## src/rtl/uart_rx_fifo.sv

```systemverilog
// ============================================================================
// Module      : uart_rx_fifo
// Description : UART receive FIFO, first-word-fall-through read port, with
//               occupancy, almost-full and sticky overflow status.
//               Optional macro UART_RX_FIFO_ERR_TAG_EN buffers the rx error tag.
// Revision    : 1.0 - initial release
// ============================================================================
`default_nettype none

module uart_rx_fifo #(
  parameter int DEPTH    = 16,
  parameter int AF_LEVEL = 12
) (
  input  logic                     clk,
  input  logic                     rst,
  input  logic [7:0]               rx_out,
  input  logic                     rx_done,
  input  logic                     rx_err,
  input  logic                     clear,
  input  logic                     rd_ready,
  output logic                     rd_valid,
  output logic [7:0]               rd_data,
  output logic                     rd_err,
  output logic [$clog2(DEPTH):0]   count,
  output logic                     almost_full,
  output logic                     overflow
);

  localparam int c_PTR_W = $clog2(DEPTH);
  localparam int c_CNT_W = c_PTR_W + 1;
`ifdef UART_RX_FIFO_ERR_TAG_EN
  localparam int c_ENTRY_W = 9;
`else
  localparam int c_ENTRY_W = 8;
`endif

  logic [c_ENTRY_W-1:0] r_mem [DEPTH];
  logic [c_PTR_W-1:0]   r_wr_ptr;
  logic [c_PTR_W-1:0]   r_rd_ptr;
  logic [c_CNT_W-1:0]   r_count;
  logic                 r_done_q;
  logic                 r_overflow;
  logic [7:0]           r_last_data;

  logic                 w_edge;
  logic                 w_push_req;
  logic                 w_full;
  logic                 w_valid;
  logic                 w_pop;
  logic                 w_push;
  logic                 w_drop;
  logic [c_ENTRY_W-1:0] w_wdata;
  logic [c_ENTRY_W-1:0] w_head;

  assign w_edge = rx_done & ~r_done_q;

`ifdef UART_RX_FIFO_ERR_TAG_EN
  assign w_push_req = w_edge;
  assign w_wdata    = {rx_err, rx_out};
`else
  // Without tag storage an errored byte is discarded before it can count as a push.
  assign w_push_req = w_edge & ~rx_err;
  assign w_wdata    = rx_out;
`endif

  assign w_full  = (r_count == c_CNT_W'(DEPTH));
  assign w_valid = (r_count != '0);
  assign w_pop   = w_valid & rd_ready & ~clear;
  // When full, a push is only accepted if a pop frees the head slot in the same cycle.
  assign w_push  = w_push_req & ~clear & (~w_full | w_pop);
  assign w_drop  = w_push_req & ~clear & w_full & ~w_pop;

  always_ff @(posedge clk or negedge rst) begin
    if (!rst) begin
      r_done_q    <= 1'b0;
      r_wr_ptr    <= '0;
      r_rd_ptr    <= '0;
      r_count     <= '0;
      r_overflow  <= 1'b0;
      r_last_data <= 8'h00;
    end else begin
      r_done_q <= rx_done;
      if (clear) begin
        r_wr_ptr   <= '0;
        r_rd_ptr   <= '0;
        r_count    <= '0;
        r_overflow <= 1'b0;
      end else begin
        if (w_push)
          r_wr_ptr <= r_wr_ptr + c_PTR_W'(1);
        if (w_pop) begin
          r_rd_ptr    <= r_rd_ptr + c_PTR_W'(1);
          r_last_data <= w_head[7:0];
        end
        if (w_push && !w_pop)
          r_count <= r_count + c_CNT_W'(1);
        else if (w_pop && !w_push)
          r_count <= r_count - c_CNT_W'(1);
        if (w_drop)
          r_overflow <= 1'b1;
      end
    end
  end

  always_ff @(posedge clk) begin
    if (w_push)
      r_mem[r_wr_ptr] <= w_wdata;
  end

  assign w_head = r_mem[r_rd_ptr];

  // Empty FIFO shows the last byte handed to the host rather than stale storage.
  assign rd_valid    = w_valid;
  assign rd_data     = w_valid ? w_head[7:0] : r_last_data;
`ifdef UART_RX_FIFO_ERR_TAG_EN
  assign rd_err      = w_valid & w_head[8];
`else
  assign rd_err      = 1'b0;
`endif
  assign count       = r_count;
  assign almost_full = (r_count >= c_CNT_W'(AF_LEVEL));
  assign overflow    = r_overflow;

endmodule

`default_nettype wire

```

## config.mk

```make
export PLATFORM = sky130hd
export DESIGN_NAME = uart_rx_fifo
export DESIGN_NICKNAME = d
export VERILOG_FILES = /design/src/rtl/uart_rx_fifo.sv
export SDC_FILE = /design/constraint.sdc
export NUM_CORES = 1
export LEC_CHECK = 0
export BUFFER_PORTS_ARGS = -buffer_cell sky130_fd_sc_hd__buf_2
export CAP_MARGIN = 20
export CORE_UTILIZATION = 55
export CTS_CLUSTER_SIZE = 40
export DETAILED_ROUTE_END_ITERATION = 6
export PLACE_DENSITY_LB_ADDON = 0.08
export RECOVER_POWER = 25
export SLEW_MARGIN = 15
export SYNTH_ARGS = -nofsm -noshare
export SYNTH_HDL_FRONTEND = slang
export SYNTH_SLANG_ARGS = --single-unit
```

## constraint.sdc

```tcl
create_clock -name clk -period 3.8 [get_ports clk]
set_input_delay 0.19 -clock clk [delete_from_list [all_inputs] [get_ports clk]]
set_output_delay 0.19 -clock clk [all_outputs]
set_load 0.01 [all_outputs]
```

==> results summary, run 1 <==
The worst-case clock skew came out at about 6.4 ps. The initialized floorplan defines 39 standard-cell rows. The remaining antenna violation count after routing came out at 0. The width of the die is 110 um. The setup-violating endpoint count in the final report is 0.

The tool flagged a number of max-cap violations equal to 0. TritonCTS built the clock tree. The cell area after placement is 6670 um2. The signed area change from the synthesized netlist to the final layout is 14.0%. The arrival time of the worst setup path came out at roughly 3300 ps. The achievable frequency is 0.343 GHz. Power spread over the standard cell area amounts to ~660 nW/um2.

The number of search-and-repair iterations in the first detailed-routing pass is 4. The total standard cell area after synthesis is 6410 um2. The analysis attributes to cell leakage a power of 0.00258 uW. The number of cells traversed by the worst hold path is 2. Measured in cells, the most critical reg-to-reg path has a length of 8. The initial DRC count is 275.

The global-route wire length before repair came out at 19,500 um. The global routing usage on met2 came out at 34.7%. The total I/O pin count came out at 31. The maximum number of pins on one net before global-route repair came out at 41. The met1 track utilization from global routing came out at about a third. Of all nets on the critical path, the largest fanout is 10.

The maximum vdd ir drop is roughly 0.00048 V. The final-stage net count came out at 460. 0 antenna diodes ended up in the layout. The worst setup path is of the reg -> reg kind. The part of the cycle the worst path needs came out at between 70 and 80%. The slew at the pin closest to its max-slew limit came out at 823 ps.

Yosys mapped a number of flops with a built-in enable equal to approximately 130. The core occupancy in the finished layout came out at 64.2%. The run finished with clean final reports. The path class of the tightest hold or removal check is in -> reg. The initial antenna violation count is 0. Buffers inserted during clock tree synthesis total 17. The number of H-tree branching levels came out at 4. The share of flip-flops with an asynchronous set or reset after synthesis is ~15%. The worst setup margin came out at 886 ps. Data on the critical path is required at its endpoint by 4140 ps.

The count of yosys warnings during synthesis came out at 0. After detailed routing, the number of remaining DRC violations is 0. The placeable core area came out at between 10,000 and 15,000 um2. The worst setup path is launched from a flip-flop. The layout cell share with drive strength beyond 1 came out at 21.8%.

For flop-to-flop paths, the worst setup slack is approximately 890 ps. The via count normalized by instance count came out at 5.86. The sum of negative setup slack came out at 0 ps. STA classifies the critical path endpoint as a flip-flop. Among all flip-flop cells after synthesis, the most frequent one is edfxtp_1. The synthesized flop and latch total is 151. Global routing used 6.64% of the available met3 tracks. The routability-driven placement congestion ratio came out at approximately 0.75. The mean routed wirelength per cell is ~22 um. The global router's overall resource usage is 23.5%.

The worst slew margin relative to its limit came out at 44.9%. The number of global-route vias before repair came out at 3,353. The area enclosed by the die boundary is about 12,000 um2. The tree is rooted in a clkbuf_16. After detailed routing, the total wire length is 12,700 um.

Port buffering added 29 buffers. The unique cell type count in the Yosys netlist is 47. The number of sinks on the clock net came out at 151. With fillers left out, the area of the finished cells amounts to 7300 um2.

The placement-stage worst setup slack came out at 798 ps. The total overflow left after global routing is 0. The worst hold path terminates at r_rd_ptr[0].

The floorplan die height is between 100 and 150 um. The maximum clock insertion buffer count came out at 2. The CTS clock-pin slew for the worst setup and hold paths came out at 60 ps. The final-report max-slew violation count came to 0.

The synthesized instance count came out at 406. The terminus of the critical flop-to-flop path is count[4]. Subtracting the final worst setup slack from the clock period gives 2910 ps. The post-cts resize count is 0. The sequential area share after synthesis came out at 69.0%. The count of hold-fix buffers inserted at cts is 2. The startpoint identified for the worst register-to-register timing path is r_done_q. The clock insertion delay at the later pin of the skew report came out at 420 ps.

The starting utilization of the core area came out at 56.3%. The busiest layer in global routing is met2. The post-synthesis net count came out at 430.

Each instance of the synthesized netlist takes up on average 15.8 um2. The HPWL after detailed placement is between 8000 and 9000 um. The beginning of the worst hold path is clear. The routed layout has about 3,500 vias. Setup repair after global routing left no endpoint under its margin. The number of buffers inserted to repair setup after CTS is 0.

The number of hold violations in the final report is 0.
==> metrics by stage <==
stage / instances / total power, uW / hold WS, ps
floorplan: 406 / 2750 / -106
detailed placement: 558 / 3080 / 201
global placement: 558 / 3070 / 193
CTS: 592 / 4820 / 119
finish: 592 / 4790 / 135
global route: 592 / 5020 / 137
==> synthesized netlist by cell type (10+ instances only) <==
| master | count | share of area (%) |
|---|---|---|
| dfrtp_1 | 23 | 9.0 |
| mux2i_1 | 10 | 1.6 |
| edfxtp_1 | 128 | 60 |
| nand2_1 | 11 | 0.64 |
| mux4_2 | 16 | 5.6 |
| nor2_1 | 39 | 2.3 |
| mux2_2 | 16 | 2.8 |
| clkbuf_1 | 11 | 0.64 |
| and2_1 | 12 | 1.2 |
| nor2b_1 | 10 | 0.98 |
| a21oi_1 | 11 | 0.86 |
| a21o_1 | 10 | 1.2 |
==> power breakdown <==
part | leakage [uW] | switching (uW) | total (uW) | internal [uW]
Clock | 0.000301 | 690 | 1740 | 1050
Combinational | 0.000833 | 561 | 1050 | 485
Sequential | 0.00145 | 131 | 2000 | 1870
Total | 0.00258 | 1380 | 4790 | 3410
==> area by class of cell <==
class                   instances  area [um2]
inverters                       7        26.3
flip-flops and latches        151        4420
repair buffers                 37         214
multi-input cells             222        1840
fillers                       795        4070
clock buffers                  17         425
clock inverters                15         193
well taps                     143         179
==> state kept, by name, summed over array words and instances (netlist names) <==
| register | count |
|---|---|
| r_done_q | 1 |
| r_rd_ptr | 4 |
| r_mem | 128 |
| count | 5 |
| r_wr_ptr | 4 |
| r_last_data | 8 |
| overflow | 1 |
==> worst max-delay path: stages, from the launching register on <==
cell,delay (ps)
dfrtp_1,350
or4b_1,700
a31oi_4,340
nand2_1,220
ha_1,380
a21oi_1,240
nand2_1,100
or3_1,340
a31oi_1,170
==> layout by cell type (no fill, tap or decap), drive strengths merged, types with 12 or more instances in the layout <==
cell type / n
and2: 12
nor2: 39
inv: 13
mux4: 16
edfxtp: 128
clkbuf: 24
mux2: 20
dfrtp: 23
buf: 28
==> how the worst max path moves through the flow <==
stage,slack (ps),start,endpoint
floorplan,810,count[1],count[4]
global placement,900,clear,count[4]
detailed placement,800,clear,count[4]
CTS,880,r_rd_ptr[0],rd_data[4]
global route,700,r_done_q,count[4]
finish,890,r_done_q,count[4]
==> layer usage <==
metal / vias up / wire [um]
li1: 1622 / -
met1: 1752 / 5760
met2: 83 / 6250
met3: 12 / 567
met4: 0 / 151
met5: - / 0
==> cell families after synthesis <==
group / share of synthesized area, %
compound gates: 7.77
xor+xnor: 0.957
fa+ha+maj: 2.07
buf+inv: 2.23
flops: 69.0
mux: 10.7
other cells: 0.0585
simple gates: 7.23
Note: power is estimated with default switching activity, not from simulation.
==> run 2: changes to the inputs <==
--- a/config.mk
+++ b/config.mk
@@ -5,6 +5,7 @@
 export SDC_FILE = /design/constraint.sdc
 export NUM_CORES = 1
 export LEC_CHECK = 0
+export ABC_AREA = 1
 export BUFFER_PORTS_ARGS = -buffer_cell sky130_fd_sc_hd__buf_2
 export CAP_MARGIN = 20
 export CORE_UTILIZATION = 55
==> constraint.sdc (replaced) <==
create_clock -name clk -period 2.6 [get_ports clk]
set_input_delay 0.13 -clock clk [delete_from_list [all_inputs] [get_ports clk]]
set_output_delay 0.13 -clock clk [all_outputs]
set_load 0.01 [all_outputs]
==> results summary, run 2 <==
The met3 usage in global routing came out at under 10%. The number of inserted filler cells in the final layout is 899. Yosys attributes the largest share of cell area to edfxtp_1, nand2_1, dfrtp_1. The post-synthesis net count is 624.

Setup violations remaining at the end of the flow were counted as 0. After the last flow step, the layout net total stands at 673. The CTS clock-pin slew for the worst setup and hold paths is 60 ps. In the final layout, the multi-input gates occupy ~1800 um2. In this run the count of I/O pins placed on the die edge is 31. The synthesized netlist devotes less than 1% of its cell area to XOR and XNOR gates. The critical path required time is ~2500 ps. In the global route stage, met1 resource usage came out at 36.5%. The most common cell in the synthesized netlist is nand2_1.

The sequential area share after synthesis is about two thirds. The leakage power came out at 0.00300 uW. The total standard cell area after synthesis came out at 6470 um2.

The worst slew margin relative to its limit is 42.7%. Port buffering added 29 buffers. The count of yosys warnings during synthesis came out at 0. The worst hold slack is 72.1 ps. The post-route netlist has 12.5% of its cells at a drive strength greater than 1. The type of the setup path with the least slack is reg -> out. The number of hold violations in the final report is 0. The final critical path time including I/O delays and setup is between 2000 and 2500 ps. The core occupancy in the finished layout came out at about two thirds. The worst-case clock skew is 8.95 ps. Wires add up to about 15,000 um. The largest fanout of any net on the critical path is 21. The routability-driven placement congestion ratio came out at 0.829. The total number of placement rows came out at 39. The placeable core area came out at 11,400 um2. Once placement finished, the instance area stood at 6870 um2. The number of H-tree branching levels came out at 4. The sum of overflow across all layers after global routing is 0.

Once detail routing completed, the nets flagged for antenna violations numbered 0. In the routed layout, each cell is associated on average with a via count of approximately 5.6. The tool flagged a number of max-cap violations equal to 0.

The mean routed wirelength per cell is 18.2 um. The later pin in the worst-skew pair is clocked with a latency of approximately 420 ps. The number of search-and-repair iterations in the first detailed-routing pass is 5. The proportion of netlist area held by the largest area contributor is between 50% and 60%.

After synthesis, the largest family of logic cells by area is simple AND/OR/NAND/NOR gates. The repair_antennas step left the layout with diodes totalling 0. The most frequent standard cell in the layout excluding fill and tap cells is nand2_1. The initial DRC count came out at 337. The initial utilization of the core area, before any placement, comes to a little under three fifths. Data on the critical path arrives at its endpoint at 2280 ps.

The number of buffers inserted during clock tree synthesis came out at 17. Leaving out fill and tap cells, the most frequent cells in the layout are nand2_1, edfxtp_1, nor2_1, nand3_1, a21oi_1. The floorplan die height came out at 110 um. The global router's overall resource usage is 25.6%. The simple-gate share of the synthesized area is 17.4%. The first global-routing pass estimated about 23,000 um of wire. The width of the die is 110 um. The number of sinks on the clock net is 151.

The post-layout instance area is 7460 um2. Counting flops with a built-in enable in the synthesized netlist gives 128. The worst setup path is launched from a flip-flop. The clock passes through at most 2 buffers. The cell sitting at the root of the clock tree is a clkbuf_16.

Of the available clock period, the critical path in the final layout requires 92.5%. In the synthesized netlist the dominant register cell turns out to be edfxtp_1. Setup repair after global routing left no endpoint under its margin.

The achievable frequency is 0.416 GHz. The worst hold path was traced through 3 stages. The initial antenna violation count is 0. The footprint of the flip-flops and latches is 4420 um2. The endpoint type of the worst setup path is an output port. The overall power is 6480 uW.

The multiplexer fraction of the synthesized cell area is 0%. The busiest layer in global routing is met2. The synthesized flop and latch total came out at ~150.

Ranked by instance count, the synthesized netlist is headed by nand2_1, edfxtp_1, nor2_1. The compound-gate portion of the synthesized area came out at 7.39%. The maximum number of pins on one net before global-route repair came out at 83. The adder-cell area share of the yosys netlist is 2.05%. The maximum vdd ir drop is 0.00102 V. The worst hold path belongs to the class in -> reg.

After detailed routing, the number of remaining DRC violations is 0. The largest total area in the synthesized netlist belongs to edfxtp_1. The area growth from synthesis to layout is 15.2%. The run finished with clean final reports.

The sum of negative setup slack is 0 ps. The clock tree from TritonCTS is built. Across all layers, the routed design uses 4,495 vias. The synthesized instance count is 600. The final-report max-slew violation count came out at 0. The global routing usage on met2 came out at 38.9%.

The number of global-route vias before repair came out at 4,272. For the pin with the worst max-slew slack, the measured transition is 860 ps. The worst reg-to-reg path cell count is 13. The area enclosed by the die boundary came out at around 12,000 um2.

Yosys mapped the design onto 24 distinct sky130hd cell types. The HPWL after detailed placement is 9260 um. Ranked by flip-flop count, first place goes to r_mem. Dividing the synthesized area by the synthesized cell count gives 10.8 um2. The share of flip-flops with an asynchronous set or reset after synthesis came out at 15.2%. The number of flip-flops under the largest register name came out at 128.

Dividing total power by cell area gives a power density of between 800 and 900 nW/um2.
## run 2: cell count changes in the layout (fill, tap and decap cells not counted), moves of 28 or more
cell	previous run	this run
a21oi_1	11	41
inv_1	7	35
nand2_1	11	176
nand3_1	7	44
o21ai_0	9	38
## run 2: where the power goes
group          internal, uW  leakage [uW]  switching [uW]
sequential             2720       0.00145            75.9
clock                  1300      0.000252             943
combinational           472       0.00130             965
total                  4500       0.00300            1980
## run 2: metrics by stage
step / cells / worst slack [ps]
finish: 805 / 194
floorplan: 600 / 544
CTS: 804 / 109
detailed placement: 770 / 228
global route: 805 / 24.1
global placement: 770 / 293
## run 2: worst max-delay path, cell delays in order, from the launching register on
cell and delay, ps:
dfrtp_1 390, buf_4 290, clkinvlp_4 170, buf_12 170, nor2_1 100, o21ai_0 90, nand3_1 150, nand2_1 130
nand2_1 120, nand2_1 50, nand2_1 60, buf_2 130
## run 2: timing repair
action	in CTS	in global routing
cloned	0	0
setup buffers	0	1
endpoints found under the hold margin	24	0
setup endpoints to repair	8	6
gates resized for setup	1	2
hold buffers	2	0
## run 2: cell type report
class	count	share of cell area (%)
inverters	41	2.11
clock buffers	19	5.81
multi-input cells	383	23.9
clock inverters	13	1.44
repair buffers	55	5.03
well taps	143	2.40
flip-flops and latches	151	59.3
## run 2: path summary, 6_finish.rpt
check / start / endpoint / slack, ps
setup reg to reg: count[0] / count[4] / 320
hold / removal: clear / r_rd_ptr[2] / 70
setup / recovery: r_rd_ptr[1] / rd_data[3] / 190
hold reg to reg: r_last_data[7] / r_last_data[7] / 490
min in group asynchronous: rst / count[1] / 230
max in group asynchronous: rst / r_rd_ptr[0] / 1970
## run 2: routing by layer
layer	part of all wire (%)	up-vias
met5	0	-
met4	1.9	0
met3	6.0	22
met2	48	147
met1	44	2171
li1	-	2155
## run 2: cell families after synthesis
| kind of cell | after synthesis |
|---|---|
| xor gates and xnor gates | 4 |
| other | 1 |
| AOI/OAI and AO/OA | 90 |
| and+or+nand+nor | 278 |
| DFF | 151 |
| buffers and inverters | 66 |
| adders and majority gates | 10 |
==> run 3: changes to the inputs <==
--- a/config.mk
+++ b/config.mk
@@ -8,7 +8,7 @@
 export ABC_AREA = 1
 export BUFFER_PORTS_ARGS = -buffer_cell sky130_fd_sc_hd__buf_2
 export CAP_MARGIN = 20
-export CORE_UTILIZATION = 55
+export CORE_UTILIZATION = 40
 export CTS_CLUSTER_SIZE = 40
 export DETAILED_ROUTE_END_ITERATION = 6
 export PLACE_DENSITY_LB_ADDON = 0.08
==> results summary, run 3 (same netlist as run 2, synthesis figures left out) <==
The total number of placement rows came out at 46. The clock tree from TritonCTS is built. The width of the die is 129 um. Dividing the detail-routed via count by the number of cells gives about 5. The number of global-route vias before repair is 4,236. After layout, the worst path uses 91.4% of the clock period. For this design the total switching power over the nets is 2030 uW. The worst hold slack came out at 56.0 ps. The initial antenna violation count came out at 0.

The power density over the cells is 888 nW/um2. The maximum clock insertion buffer count is 2. The remaining antenna violation count after routing is 0.

The slew at the pin closest to its max-slew limit is slightly above 900 ps. The worst slew margin relative to its limit is 39.4%. Summed over all layers, the global routing overflow is 0. The critical path in this run is classified as reg -> out. The count of buffers from port buffering came out at 29.

The HPWL after detailed placement is 10,300 um. The total number of vias is 4,415. The terminus of the critical flop-to-flop path is count[4]. The reg-to-reg startpoint is count[2]. The buffer and inverter count on the worst path came out at 3.

The number of H-tree branching levels came out at 4. The final reports fail on design-rule violations. The number of sinks on the clock net is 151. The root buffer cell is clkbuf_16. In this design, the stage delay of the slowest critical-path cell is roughly 580 ps. The number of search-and-repair iterations in the first detailed-routing pass came out at 7. The launch point of the critical path is r_rd_ptr[0]. The number of inserted filler cells in the final layout came out at roughly 1,500. The most frequent cell on the critical path is nand2_1. Broken down by cell family, the worst path's largest delay share belongs to flip-flops.

The floorplan die height is 129 um. Counting flops per register, the top entry is r_mem. The final-report max-slew violation count came to 0. The max-capacitance violation count came out at 0. In this run, CTS created clock tree buffers numbering 17.

In this run the static leakage power is about 0.003 uW. The share of power burned in the clock network is between 30% and 40%. The placeable core area came out at 15,800 um2. The number of diodes is 0. The most frequent standard cell in the layout excluding fill and tap cells is nand2_1. The total area of multi-input combinational cells is between 1500 and 2000 um2.

The part of the power in registers came out at 41.7%. The sum of negative setup slack is 0 ps. The worst min-delay path class is in -> reg. Combinational cells account for 21.8% of the total power. The mean routed wirelength per cell came out at about 18 um. VDD sags by at most about 0.00054 V. The total I/O pin count came out at 31. The initial DRC count came out at 366. The number of gates on the worst path with buffers counted came out at 11. At the worst endpoint, the arrival time is 2250 ps. The largest fanout of any net on the critical path came out at 25. In the final design database the tool counted just under 700 nets. Setup violations remaining at the end of the flow were counted as 0.

Leaving out fill and tap cells, the most frequent cells in the layout are nand2_1, edfxtp_1, nor2_1, nand3_1, a21oi_1. Traced cell by cell, the critical path runs through inv_2, buf_12, nand2_1, nand3_1, nand2_1, a21oi_1, nand2_1, nand2_1, nand2_1, nand2_1, buf_2. The area enclosed by the die boundary is roughly 17,000 um2. The flow ran to the end, but the final reports show violations.

The CTS clock-pin slew for the worst setup and hold paths came out at 60 ps. Setup repair after global routing left no endpoint under its margin. Relative to the synthesized area, the layout overhead comes to 17.7%. Global routing used 20.8% of the available tracks across all layers. The final critical path time including I/O delays and setup is roughly 2400 ps. The number of hold violations in the final report is 0. The DRC violation count after routing is 2. The worst reg-to-reg path cell count came out at 13. STA classifies the critical path endpoint as an output port. The starting utilization of the core area came out at between 40% and 50%. Of the total power, the share spent switching nets is 30.0%. Clock latency on the worst-skew pair, taken at its later pin, is approximately 420 ps. The slack of the worst reg-to-reg path is between 400 and 500 ps. The number of flip-flops under the largest register name came out at 128.

The maximum number of pins on one net before global-route repair came out at 54. The standard cell with the maximum stage delay on the critical path is dfrtp_4. Following the worst setup path forward leads to its endpoint at rd_data[7]. The worst setup path is launched from a flip-flop. The global-route wire length before repair is about 25,000 um. The wire length after detailed routing came out at 16,200 um. Cell internal power was estimated by the tool at between 4000 and 5000 uW. The footprint of the flip-flops and latches is 4420 um2. The routability-driven placement congestion ratio came out at 0.865. The layout cell share with drive strength beyond 1 is 13.0%. The critical path required time came out at between 2000 and 2500 ps. The achievable frequency came out at 0.421 GHz. The worst-case clock skew came out at 8.09 ps.
run 3: cell types whose count changed in the layout (fill, tap and decap cells not counted), sizes merged:
| cell | previous run | this run |
|---|---|---|
| bufinv | 1 | 3 |
| clkbuf | 25 | 27 |
| clkinvlp | 5 | 0 |
| inv | 40 | 42 |
| clkinv | 8 | 9 |
run 3: worst min-delay path, stage by stage:
cell and delay, ps:
buf_2 70, inv_1 30, nand3_1 100, o21ai_0 90
run 3: area by class of cell:
class | count | area share (%)
clock buffers | 19 | 5.69
clock inverters | 13 | 2.02
inverters | 41 | 2.02
multi-input cells | 383 | 23.4
flip-flops and latches | 151 | 58.1
well taps | 216 | 3.55
repair buffers | 57 | 5.28
run 3: metrics by stage:
step                      setup slack, ps  power [uW]  cell area, um2  util [%]  instances
after floorplan                       544        3740            6470         -        600
after global placement                456        4280            6970      44.0        844
after detailed placement              428        4290            6970      44.0        844
after CTS                            71.9        6760            7580      47.9        878
after global routing                 58.3        7110            7610      48.1        880
final                                 224        6760            7610      48.1        880
run 3: how the worst min path moves through the flow:
stage	end	depth (start not counted)	slack, ps	from
after CTS	overflow	4	30	rx_err
after global routing	overflow	4	70	rx_err
after global placement	count[3]	1	150	rst
after detailed placement	count[2]	1	160	rst
after floorplan	count[0]	0	-170	rst
final	overflow	4	60	rx_err
run 3: power by group through the flow:
stage / Sequential (uW) / Combinational (uW) / Clock (uW)
after floorplan: 2830 / 902 / 0
after global placement: 2870 / 1410 / 0
after detailed placement: 2880 / 1410 / 0
after CTS: 2830 / 1420 / 2520
after global routing: 2830 / 1660 / 2610
final: 2820 / 1470 / 2470
run 3: per-layer routing:
layer	vias up	share of wire, %	GRT usage, %
met2	85	47	31.7
met3	12	3.4	4.75
met1	2165	48	29.6
met5	-	0	0
met4	0	1.2	6.71
li1	2153	-	-
run 3: repair_timing:
item | CTS | global route
setup endpoints to repair | 0 | 7
buffers inserted | 0 | 1
gates resized for setup | 0 | 2
hold buffers | 2 | 0
endpoints found under the hold margin | 24 | 0
